[src/rtl/combat_round_ctrl_if.sv]
// DamageCalc handshake bundle: Start/Ack pulses out, Done plus damage totals back.
// No latency of its own; pure wiring between controller and DamageCalc.
// Done is level-held by DamageCalc until Ack, so no extra backpressure signalling.
interface combat_round_ctrl_if #(
    parameter int HP_W = 12
);
    logic            calc_start;
    logic            calc_ack;
    logic            calc_done;
    logic [HP_W-1:0] unit_dmg_total;
    logic [HP_W-1:0] enemy_dmg_total;

    modport master (
        output calc_start,
        output calc_ack,
        input  calc_done,
        input  unit_dmg_total,
        input  enemy_dmg_total
    );

    modport slave (
        input  calc_start,
        input  calc_ack,
        output calc_done,
        output unit_dmg_total,
        output enemy_dmg_total
    );
endinterface

[src/rtl/combat_round_ctrl.sv]
// Per-round scheduler: Start DamageCalc, wait for Done, Ack, then apply damage to both base HPs.
// Tick->Start 1 cycle; Done seen at D -> Ack at D+1, HP/round_count visible at D+3.
// One tick may queue while a round is in flight; further ticks only flag tick_overrun.
module combat_round_ctrl #(
    parameter int HP_W    = 12,
    parameter int HP_INIT = 1000,
    parameter int TIMEOUT = 64,
    parameter int ROUND_W = 8
) (
    input  logic               clk,
    input  logic               rst,
    input  logic               enable,
    input  logic               round_tick,
    combat_round_ctrl_if.master calc,
    output logic [HP_W-1:0]    player_hp,
    output logic [HP_W-1:0]    enemy_hp,
    output logic [ROUND_W-1:0] round_count,
    output logic               busy,
    output logic               game_over,
    output logic [1:0]         winner,
    output logic               calc_timeout,
    output logic               tick_overrun
);
    localparam logic [2:0] IDLE      = 3'd0;
    localparam logic [2:0] START     = 3'd1;
    localparam logic [2:0] WAIT_DONE = 3'd2;
    localparam logic [2:0] ACK       = 3'd3;
    localparam logic [2:0] APPLY     = 3'd4;
    localparam logic [2:0] OVER      = 3'd5;

    localparam int             CNT_W   = $clog2(TIMEOUT) + 1;
    localparam logic [HP_W-1:0] HP_RST = HP_W'(HP_INIT);
    localparam logic [CNT_W-1:0] TO_LAST = CNT_W'(TIMEOUT - 1);

    logic [2:0]       state;
    logic             pending;
    logic             abortFlag;
    logic [CNT_W-1:0] toCnt;
    logic [HP_W-1:0]  capUnit;
    logic [HP_W-1:0]  capEnemy;
    logic [HP_W-1:0]  newEnemyHp;
    logic [HP_W-1:0]  newPlayerHp;
    logic             inRound;
    logic             tickEn;
    logic             startReq;

    assign inRound  = (state == START) || (state == WAIT_DONE) || (state == ACK) || (state == APPLY);
    assign tickEn   = round_tick && enable;
    // A stale Done left high blocks a new round so it cannot be mistaken for this round's result.
    assign startReq = !calc.calc_done && (tickEn || pending);

    // Saturating subtract: compare first so the unsigned difference never wraps.
    always_comb begin
        newEnemyHp  = enemy_hp;
        newPlayerHp = player_hp;
        if (!abortFlag) begin
            newEnemyHp  = (enemy_hp  > capUnit)  ? enemy_hp  - capUnit  : '0;
            newPlayerHp = (player_hp > capEnemy) ? player_hp - capEnemy : '0;
        end
    end

    // Round sequencing, damage capture/apply and the timeout watchdog.
    always_ff @(posedge clk) begin
        if (rst) begin
            state        <= IDLE;
            abortFlag    <= 1'b0;
            toCnt        <= '0;
            capUnit      <= '0;
            capEnemy     <= '0;
            player_hp    <= HP_RST;
            enemy_hp     <= HP_RST;
            round_count  <= '0;
            calc_timeout <= 1'b0;
        end else begin
            case (state)
                IDLE: begin
                    if (startReq) begin
                        state <= START;
                    end
                end
                START: begin
                    toCnt     <= '0;
                    abortFlag <= 1'b0;
                    state     <= WAIT_DONE;
                end
                WAIT_DONE: begin
                    toCnt <= toCnt + 1'b1;
                    if (calc.calc_done) begin
                        capUnit  <= calc.unit_dmg_total;
                        capEnemy <= calc.enemy_dmg_total;
                        state    <= ACK;
                    end else if (toCnt == TO_LAST) begin
                        calc_timeout <= 1'b1;
                        abortFlag    <= 1'b1;
                        state        <= ACK;
                    end
                end
                ACK: begin
                    state <= APPLY;
                end
                APPLY: begin
                    enemy_hp  <= newEnemyHp;
                    player_hp <= newPlayerHp;
                    if (!abortFlag) begin
                        round_count <= round_count + 1'b1;
                    end
                    if ((newEnemyHp == '0) || (newPlayerHp == '0)) begin
                        state <= OVER;
                    end else begin
                        state <= IDLE;
                    end
                end
                OVER: begin
                    state <= OVER;
                end
                default: begin
                    state <= IDLE;
                end
            endcase
        end
    end

    // Single-entry tick queue; a second queued tick is dropped and flagged.
    always_ff @(posedge clk) begin
        if (rst) begin
            pending      <= 1'b0;
            tick_overrun <= 1'b0;
        end else if (state == OVER) begin
            pending <= 1'b0;
        end else if (state == IDLE) begin
            if (startReq) begin
                pending <= 1'b0;
            end
        end else if (inRound && tickEn) begin
            if (pending) begin
                tick_overrun <= 1'b1;
            end else begin
                pending <= 1'b1;
            end
        end
    end

    // Handshake pulses and status are decoded straight from the state register.
    always_comb begin
        calc.calc_start = (state == START);
        calc.calc_ack   = (state == ACK);
        busy            = inRound;
        game_over       = (state == OVER);
        winner          = 2'b00;
        if (state == OVER) begin
            winner = {player_hp == '0, enemy_hp == '0};
        end
    end
endmodule
[src/flat_wrapper.sv]
// flat-port wrapper written by rule: the top's interface ports become plain ports
module combat_round_ctrl_flat 
#(
    parameter int HP_W    = 12,
    parameter int HP_INIT = 1000,
    parameter int TIMEOUT = 64,
    parameter int ROUND_W = 8
)
  (clk, rst, enable, round_tick, player_hp, enemy_hp, round_count, busy, game_over, winner, calc_timeout, tick_overrun, calc_calc_start, calc_calc_ack, calc_calc_done, calc_unit_dmg_total, calc_enemy_dmg_total);
  combat_round_ctrl_if #(.HP_W(HP_W)) calc_i ();
  input  logic clk;
  input  logic rst;
  input  logic enable;
  input  logic round_tick;
  output logic [HP_W-1:0] player_hp;
  output logic [HP_W-1:0] enemy_hp;
  output logic [ROUND_W-1:0] round_count;
  output logic busy;
  output logic game_over;
  output logic [1:0] winner;
  output logic calc_timeout;
  output logic tick_overrun;
  output wire logic [$bits(calc_i.calc_start)-1:0] calc_calc_start;
  output wire logic [$bits(calc_i.calc_ack)-1:0] calc_calc_ack;
  input wire logic [$bits(calc_i.calc_done)-1:0] calc_calc_done;
  input wire logic [$bits(calc_i.unit_dmg_total)-1:0] calc_unit_dmg_total;
  input wire logic [$bits(calc_i.enemy_dmg_total)-1:0] calc_enemy_dmg_total;
  assign calc_calc_start = calc_i.calc_start;
  assign calc_calc_ack = calc_i.calc_ack;
  assign calc_i.calc_done = calc_calc_done;
  assign calc_i.unit_dmg_total = calc_unit_dmg_total;
  assign calc_i.enemy_dmg_total = calc_enemy_dmg_total;
  combat_round_ctrl #(.HP_W(HP_W), .HP_INIT(HP_INIT), .TIMEOUT(TIMEOUT), .ROUND_W(ROUND_W)) u_core (.clk(clk), .rst(rst), .enable(enable), .round_tick(round_tick), .calc(calc_i), .player_hp(player_hp), .enemy_hp(enemy_hp), .round_count(round_count), .busy(busy), .game_over(game_over), .winner(winner), .calc_timeout(calc_timeout), .tick_overrun(tick_overrun));
endmodule
[config.mk]
export PLATFORM = sky130hd
export DESIGN_NAME = combat_round_ctrl_flat
export DESIGN_NICKNAME = d
export VERILOG_FILES = /design/src/rtl/combat_round_ctrl_if.sv /design/src/rtl/combat_round_ctrl.sv /design/src/flat_wrapper.sv
export SDC_FILE = /design/constraint.sdc
export NUM_CORES = 1
export LEC_CHECK = 0
export BUFFER_PORTS_ARGS = -buffer_cell sky130_fd_sc_hd__buf_2
export CORE_MARGIN = 5
export CORE_UTILIZATION = 55
export CTS_BUF_LIST = sky130_fd_sc_hd__clkbuf_2
export DETAILED_ROUTE_END_ITERATION = 8
export HOLD_SLACK_MARGIN = 0.12
export PLACE_DENSITY = 0.77
export RECOVER_POWER = 50
export SETUP_SLACK_MARGIN = 0.1
export SLEW_MARGIN = 20
export SYNTH_ARGS = -nofsm -noshare
export SYNTH_HDL_FRONTEND = slang
export SYNTH_SLANG_ARGS = --single-unit
[constraint.sdc]
create_clock -name clk -period 7.7 [get_ports clk]
set_input_delay 0.385 -clock clk [delete_from_list [all_inputs] [get_ports clk]]
set_output_delay 0.385 -clock clk [all_outputs]
set_load 0.01 [all_outputs]
==> flow_summary.toml, run 1 <==
[timing]
slew_headroom_pct = 31.5
fmaxAchievable_ghz = 0.355
setup_viol = 0
tightest_slew_ns = 1.03
hold_viol_final = 0
timing.final.crit_share_pct = 36.6
rsz0062_at_grt = "no"
clock_skew_ns = 0.0249
fin_crit_ns = 2.82
tns_ns = 0
final-max-slew-violation-count = 0

[finish]
final_nets = 704
nFillCells = 742
drive_gt1_share_pct = 9.05
regArea_um2 = 1400
area_delta_synth_final_pct = 16.9
multiInputGateArea_um2 = 2670
num_antenna_cells = 0
stdcell_count = 754

[synth]
synth_commonest_cells = "77 x nand2_1, 70 x dfxtp_1, 65 x a21oi_1"
yosys.cell_count.top_type = "nand2_1"
synth-seq-cells = 70
syn_avg_cell_area_um2 = 7.65
synth_area_um2 = 4330
syn-num-nets = 623
synth_cells = 566
synth_edf_count = 0
synth_top_flop_cell = "dfxtp_1"
yosys_warnings = 0
synth_top_area_share_pct = 32.4
synth_area_leaders = "dfxtp_1 32%, a21oi_1 7.5%, ha_1 7.5%"
yosys.area.top_type = "dfxtp_1"
async_reset_ff_share_pct = 0
synth.distinct_cells = 64
seq_area_frac_synth_pct = 32.4

[drt]
drtIter0Drc = 173
drc_errors = 0
viasPerCell = 5.83
drt_first_pass_iters = 4
drtAntennaViolNets = 0
wl_mm = 12.2
num_vias = 4398
wl_per_cell_um = 16.1

[power]
p_per_area_nw_per_um2 = 171
ir_worst_vdd_v = 0.000102
finalPower_mw = 0.867
leakagePower_nw = 1.91

[place]
io_buffers = 68
gp_congestion = 0.937
hpwl_mm = 8.63
placedCellCount = 713

[global_routing]
track_usage_pct = 25.4
grt_max_degree = 71
grt_pass1_wl_mm = 20.4
antenna_found_initial = 0
grt_overflow = 0
grt_pass1_vias = 4400

[setup_path]
crit_chain = "inv_1 -> ha_1 -> fa_1 -> nand2b_1 -> a21oi_1 -> o21ai_0 -> xnor2_1 -> nor4_1 -> nand4b_1 -> a31oi_1"
slowest_delay_ns = 0.42
worstSetupPathType = "reg2reg"
crit_required_ns = 8.16
critPathMaxFanout = 5
cp-end-kind = "flip-flop"
cpMaxStageDelayCell = "dfxtp_1"
start_kind = "flip-flop"
arrival_ns = 3.28
critPathBufInv = 1
path_delay_family = "compound AO/OA/AOI/OAI gates"

[floorplan]
core_area_um2 = 7690
die-area_um2 = 9750
rows = 32
start_util_pct = 56.3
die_w_um = 98.7
io_pins = 69
die_h_um = 98.7

[cts]
cts_tree = "done"
clk_latency_ns = 0.54
cts.repair.resized = 0
clk_pin_slew_ns = 0.23
htreeDepth = 3
clockBufferDepth = 2
cts_made_buffers = 9
clkSinkCount = 70
cts_root_buffer = "clkbuf_2"

[worst_hold_path]
hold_class = "in2reg"

[flow_run]
max_cap_viol_count = 0

[status]
status = "finished, final reports clean"
==> area by class of cell <==
| type | instances | area share [%] |
|---|---|---|
| clock buffer | 9 | 0.890 |
| timing repair buffer | 94 | 10.9 |
| sequential | 70 | 27.7 |
| tap | 102 | 2.52 |
| clock inverter | 7 | 1.93 |
| multi-input combinational | 428 | 52.8 |
| inverter | 44 | 3.26 |
==> where the power goes <==
part / switching, mW / internal, mW / total (mW)
clock network: 0.156 / 0.108 / 0.264
registers: 0.0140 / 0.377 / 0.391
logic: 0.130 / 0.0813 / 0.212
==> worst paths after layout <==
path	start	end	slack, ns	depth (start not counted)
worst min-delay path	round_tick	u_core.pending$_SDFFE_PP0P_	0.18	3
worst min register to register	u_core.capEnemy[11]$_SDFFE_PP0P_	u_core.capEnemy[11]$_SDFFE_PP0P_	0.47	2
worst max register to register	u_core.enemy_hp[0]$_SDFFE_PP0P_	u_core.state[0]$_SDFFE_PP0P_	4.88	10
worst max-delay path	u_core.enemy_hp[0]$_SDFFE_PP0P_	u_core.state[0]$_SDFFE_PP0P_	4.88	10
==> worst reg2reg max path, stage by stage, from the launching register on <==
cell	delay, ns
dfxtp_1	0.42
inv_1	0.06
ha_1	0.21
fa_1	0.39
nand2b_1	0.22
a21oi_1	0.35
o21ai_0	0.20
xnor2_1	0.19
nor4_1	0.32
nand4b_1	0.20
a31oi_1	0.21
==> cells by family (layout without fill, tap and decap cells) <==
| family | Yosys count | count (layout) | synth area share, % |
|---|---|---|---|
| fa+ha+maj | 28 | 28 | 8.44 |
| buf+inv | 68 | 154 | 5.89 |
| flops | 70 | 70 | 32.4 |
| simple gates | 215 | 215 | 24.2 |
| compound gates | 168 | 168 | 25.5 |
| mux | 3 | 3 | 0.722 |
| xor+xnor | 14 | 14 | 2.83 |
==> registers in the layout (all words and copies together) (netlist names) <==
signal               cells
u_core.capUnit          12
u_core.capEnemy         12
u_core.pending           1
u_core.enemy_hp         12
u_core.abortFlag         1
u_core.toCnt             7
u_core.calc_timeout      1
u_core.round_count       8
u_core.tick_overrun      1
u_core.state             3
u_core.player_hp        12
==> layout by cell type, fill, tap and decap left out, types with 5 or more instances in the layout <==
| cell type | netlist | routed |
|---|---|---|
| a211oi_1 | 5 | 5 |
| a21o_1 | 9 | 9 |
| a21oi_1 | 65 | 65 |
| a221o_1 | 5 | 5 |
| a31oi_1 | 6 | 6 |
| and3_1 | 7 | 7 |
| buf_2 | 0 | 31 |
| clkbuf_1 | 24 | 37 |
| clkbuf_2 | 0 | 9 |
| dfxtp_1 | 70 | 70 |
| dlygate4sd3_1 | 0 | 25 |
| ha_1 | 26 | 26 |
| inv_1 | 43 | 43 |
| nand2_1 | 77 | 77 |
| nand3_1 | 14 | 14 |
| nand3b_1 | 6 | 6 |
| nand4_1 | 5 | 5 |
| nor2_1 | 53 | 53 |
| nor2b_1 | 5 | 5 |
| nor3_1 | 8 | 8 |
| nor4_1 | 10 | 10 |
| o2111ai_1 | 6 | 6 |
| o211ai_1 | 9 | 9 |
| o21a_1 | 8 | 8 |
| o21ai_0 | 16 | 16 |
| o21ai_1 | 10 | 10 |
| xnor2_1 | 6 | 6 |
| xor2_1 | 8 | 8 |
==> what timing repair did <==
action | 4_1_cts | 5_1_grt
endpoints found under the hold margin | 25 | 0
setup endpoints to repair | 0 | 0
hold buffers | 25 | 0
buffers inserted | 0 | 0
==> metal layers <==
layer | vias up | track usage [%] | wire length (um)
li1 | 2192 | - | -
met1 | 2049 | 31.4 | 5260
met2 | 123 | 43.5 | 5980
met3 | 34 | 4.18 | 587
met4 | 0 | 11.2 | 328
met5 | - | 0 | 0
==> per-stage QoR <==
step	cell area (um2)	util [%]	setup WS, ns	hold slack, ns
after floorplan	4330	-	5.21	0.436
after CTS	5110	66.5	4.91	0.144
final	5060	65.9	4.88	0.176
after global routing	5060	65.9	4.68	0.168
after global placement	4720	61.3	5.10	0.443
after detailed placement	4720	61.3	4.99	0.447
(Power assumes the default switching activity.)
==> run 2: changes to the inputs <==
- ABC_AREA: unset -> 1
- CORE_UTILIZATION: 55 -> 54
- PLACE_DENSITY: 0.77 -> 0.78
- clock period: 7.7 -> 2.5 ns (I/O delays scaled with it)
==> flow_summary.toml, run 2 <==
[place]
preCtsSetupSlack_ns = 0.0622
gp_congestion = 0.911
io_buffers = 68
hpwl_mm = 9.77
placed_cell_area_um2 = 5120

[global_routing]
grt_pass1_wl_mm = 21.7
track_usage_pct = 25.9
antenna_found_initial = 0
grt_overflow = 0
grt_max_degree = 47
grt_pass1_vias = 4851

[floorplan]
start_util_pct = 55.8
die-area_um2 = 10500
rows = 33
die_w_um = 103
die_h_um = 103
io_pins = 69
core_area_um2 = 8300

[timing]
clock_skew_ns = 0.0454
tightest_slew_ns = 0.423
timing.final.crit_share_pct = 94.9
fin_crit_ns = 2.37
setup_viol = 0
fmaxAchievable_ghz = 0.421
hold_viol_final = 0
rsz0062_at_grt = "yes"
final-max-slew-violation-count = 0
fin_ws_ns = 0.127
slew_headroom_pct = 71.8
holdWs_ns = 0.390

[drt]
drtIter0Drc = 258
wl_mm = 13.2
drt_first_pass_iters = 6
drc_errors = 0
drtAntennaViolNets = 0
wl_per_cell_um = 14.3
viasPerCell = 5.40
num_vias = 4994

[power]
p_per_area_nw_per_um2 = 681
leakagePower_nw = 2.51
ir_worst_vdd_v = 0.000399

[finish]
final_common_cell = "nand2_1"
final_cell_mix = "160 x nand2_1, 112 x inv_1, 69 x dfxtp_1, 63 x a21oi_1, 54 x nor2_1"
num_antenna_cells = 0
fin_area_um2 = 5650
area_delta_synth_final_pct = 22.2
final_nets = 872
drive_gt1_share_pct = 16.3

[setup_path]
start_kind = "flip-flop"
arrival_ns = 2.80
cp-end-kind = "flip-flop"
critPathMaxFanout = 6
crit_required_ns = 2.93
worstSetupPathType = "reg2reg"

[synth]
synth_top_area_share_pct = 30.3
synthXorXnorAreaFrac_pct = 0.946
yosys.cell_count.top_type = "nand2_1"
synth-adder-area-share_pct = 7.90
syn_avg_cell_area_um2 = 6.61
synth_top_flop_cell = "dfxtp_1"
synth-compound-area-share_pct = 16.7
synth_edf_count = 0
synth_top_family_by_area = "simple AND/OR/NAND/NOR gates"
synth-seq-cells = 70
yosys_warnings = 0
syn-num-nets = 757
synth_area_leaders = "dfxtp_1 30%, nand2_1 14%, inv_1 9.1%"
synthSimpleGateAreaFrac_pct = 32.2
async_reset_ff_share_pct = 0
yosys.area.top_type = "dfxtp_1"
synth_commonest_cells = "167 x nand2_1, 112 x inv_1, 70 x dfxtp_1"
muxShareOfSynthArea_pct = 0
seq_area_frac_synth_pct = 30.3
synth_cells = 700
synth_area_um2 = 4630
synth.distinct_cells = 45

[status]
status = "finished, final reports clean"

[cts]
cts_tree = "done"
clk_pin_slew_ns = 0.22
cts_made_buffers = 9
htreeDepth = 3
clockBufferDepth = 2
cts_root_buffer = "clkbuf_2"
clk_latency_ns = 0.52
clkSinkCount = 70

[flow_run]
max_cap_viol_count = 0

[worst_hold_path]
hold_class = "in2reg"
## run 2: changes by cell type in the layout (fill, tap and decap cells not counted), moves of 11 or more
| cell | previous run | this run |
|---|---|---|
| buf_4 | 1 | 12 |
| inv_1 | 43 | 112 |
| nand2_1 | 77 | 160 |
| nand2_2 | 0 | 14 |
| nand3_1 | 14 | 36 |
| o21ai_0 | 16 | 45 |
## run 2: layout make-up
class,count,area [um2]
multi-input combinational,488,2730
sequential,70,1400
inverter,125,477
clock inverter,6,86.3
timing repair buffer,121,777
fill,740,2650
tap,105,131
clock buffer,10,50.0
## run 2: power breakdown
part	switching [mW]	total, mW	internal (mW)	leakage, nW
logic	1.15	1.81	0.655	1.86
registers	0.0537	1.27	1.21	0.566
clock network	0.440	0.773	0.333	0.0819
## run 2: cells by family (layout without fill, tap and decap cells)
family	after synthesis	in the layout
xor+xnor	5	5
fa+ha+maj	28	28
simple gates	319	319
buf+inv	142	262
compound gates	136	136
flops	70	70
## run 2: path summary, 6_finish.rpt
path,from,to,slack (ns),depth (start not counted)
worst max-delay path,u_core.player_hp[0]$_SDFFE_PP0P_,u_core.state[0]$_SDFFE_PP0P_,0.13,18
worst min-delay path,calc_enemy_dmg_total[3],u_core.capEnemy[3]$_SDFFE_PP0P_,0.39,4
worst min register to register,u_core.capEnemy[3]$_SDFFE_PP0P_,u_core.capEnemy[3]$_SDFFE_PP0P_,0.47,2
worst max register to register,u_core.player_hp[0]$_SDFFE_PP0P_,u_core.state[0]$_SDFFE_PP0P_,0.13,18
## run 2: worst max-delay path, stage by stage (launching register included)
cell and delay [ns]:
dfxtp_2 0.39, inv_2 0.05, ha_4 0.16, fa_2 0.39
nand3b_1 0.18, nand2_2 0.12, nand3_2 0.08, nand3_2 0.09
nand2_4 0.08, nor2_4 0.20, nand2_2 0.09, nand2_2 0.08
nor2_2 0.04, nand3_2 0.07, nand2_1 0.05, nand2_1 0.07
nand2_1 0.06, nand2_1 0.07, nor2_2 0.03
## run 2: through the flow
step	util, %	total power [mW]	setup TNS (ns)	instances
floorplan	-	2.53	0	700
global placement	61.8	2.85	0	869
detailed placement	61.8	2.91	0	869
CTS	67.7	3.74	0	920
global route	68.1	4.13	-0.00800	925
finish	68.1	3.85	0	925
## run 2: timing repair
action,in CTS,in global routing
pin swaps,0,13
endpoints found under the hold margin,38,0
setup buffers,1,5
resized for setup,5,20
hold buffers,34,0
setup endpoints to repair,2,8
## run 2: metal layers
metal	up-vias	GRT usage, %	wire (um)	share of wire, %
met4	0	12.0	545	4.1
met5	-	0	0	0
met2	212	44.6	6220	47
met1	2229	31.0	5570	42
li1	2492	-	-	-
met3	61	5.07	893	6.8
==> run 3: changes to the inputs <==
- ABC_AREA: 1 -> unset
- CORE_UTILIZATION: 54 -> 53
- PLACE_DENSITY: 0.78 -> 0.77
==> flow_summary.toml, run 3 (synthesis results as in run 1) <==
[timing]
slew_headroom_pct = 40.4
hold_viol_final = 0
timing.final.crit_share_pct = 99.7
final-max-slew-violation-count = 0
fmaxAchievable_ghz = 0.401
fin_crit_ns = 2.49
setup_viol = 0
fin_ws_ns = 0.00815
clock_skew_ns = 0.0304
rsz0062_at_grt = "yes"
tightest_slew_ns = 0.894

[cts]
cts_root_buffer = "clkbuf_2"
clk_latency_ns = 0.54
htreeDepth = 3
clockBufferDepth = 2
clkSinkCount = 70
cts_tree = "done"
clk_pin_slew_ns = 0.21
cts_made_buffers = 9

[finish]
drive_gt1_share_pct = 19.2
final_cell_mix = "77 x nand2_1, 64 x dfxtp_1, 60 x a21oi_1, 53 x nor2_1, 41 x buf_2"
area_delta_synth_final_pct = 27.1
fin_util_pct = 68.0
nFillCells = 690
final_common_cell = "nand2_1"
stdcell_count = 793
final_nets = 739
multiInputGateArea_um2 = 2840
regArea_um2 = 1410

[power]
p_per_area_nw_per_um2 = 493
ir_worst_vdd_v = 0.000271
leakagePower_nw = 2.14

[flow_run]
max_cap_viol_count = 0

[floorplan]
rows = 33
io_pins = 69
die-area_um2 = 10100
core_area_um2 = 8090
die_w_um = 100
start_util_pct = 53.5
die_h_um = 100

[drt]
num_vias = 4727
drtAntennaViolNets = 0
drt_first_pass_iters = 5
wl_per_cell_um = 16.4
wl_mm = 13.0
drtIter0Drc = 316
drc_errors = 0
viasPerCell = 5.96

[setup_path]
reg2reg_slack_ns = 0.008
start_kind = "flip-flop"
cp-end-kind = "flip-flop"
crit_required_ns = 2.97
arrival_ns = 2.96
worstSetupPathType = "reg2reg"
critPathMaxFanout = 4

[place]
preCtsSetupSlack_ns = -0.0508
gp_congestion = 0.995
io_buffers = 68
hpwl_mm = 9.07
placedCellCount = 733

[global_routing]
track_usage_pct = 25.6
grt_max_degree = 49
grt_overflow = 0
antenna_found_initial = 0
grt_pass1_wl_mm = 20.8
grt_pass1_vias = 4576

[status]
status = "finished, final reports clean"

[worst_hold_path]
hold_class = "in2reg"
## run 3: stage by stage
stage	setup TNS (ns)	hold slack (ns)	power [mW]	cell area [um2]
floorplan	0	0.261	1.68	4350
global placement	0	0.365	1.85	4860
detailed placement	-0.145	0.374	1.86	4860
CTS	0	0.154	2.68	5400
global route	-0.0998	0.191	2.86	5500
finish	0	0.185	2.71	5510
## run 3: timing repair
| action | 4_1_cts | 5_1_grt |
|---|---|---|
| hold endpoints to repair | 29 | 0 |
| setup endpoints to repair | 15 | 22 |
| pin swaps | 5 | 10 |
| gates resized for setup | 12 | 30 |
| setup buffers | 12 | 4 |
| hold buffers | 29 | 0 |
## run 3: final cells by class
class                      count  share of cell area, %
sequential                    70                   25.6
timing repair buffer         129                   15.0
antenna                        1                 0.0455
tap                          105                   2.39
multi-input combinational    428                   51.5
clock inverter                 7                   1.61
clock buffer                   9                  0.818
inverter                      44                   3.00
## run 3: final timing paths
| path | from | end | depth (start not counted) |
|---|---|---|---|
| hold reg to reg | u_core.capUnit[3]$_SDFFE_PP0P_ | u_core.capUnit[3]$_SDFFE_PP0P_ | 2 |
| setup / recovery | u_core.player_hp[0]$_SDFFE_PP0P_ | u_core.state[2]$_SDFFE_PP0P_ | 10 |
| setup reg to reg | u_core.player_hp[0]$_SDFFE_PP0P_ | u_core.state[2]$_SDFFE_PP0P_ | 10 |
| hold / removal | rst | u_core.player_hp[4]$_SDFFE_PP0P_ | 2 |
## run 3: worst max-delay path, stage by stage (launching register included)
cell,delay (ns)
dfxtp_2,0.38
inv_2,0.05
ha_4,0.16
fa_2,0.38
nor2b_4,0.16
o21ai_4,0.07
and3_4,0.19
or3b_4,0.41
a2111oi_4,0.36
a211oi_2,0.13
a31oi_1,0.14
## run 3: layer usage
metal / vias to the layer above / track usage, % / wire [um]
met3: 47 / 5.28 / 787
met1: 2218 / 29.4 / 5170
li1: 2262 / - / -
met5: - / 0 / 0
met2: 200 / 44.7 / 6590
met4: 0 / 13.2 / 431
## run 3: report_power, final
group / leakage, nW / internal (mW) / total, mW / switching (mW)
clock network: 0.0770 / 0.324 / 0.760 / 0.436
logic: 1.50 / 0.314 / 0.751 / 0.438
registers: 0.568 / 1.16 / 1.20 / 0.0423
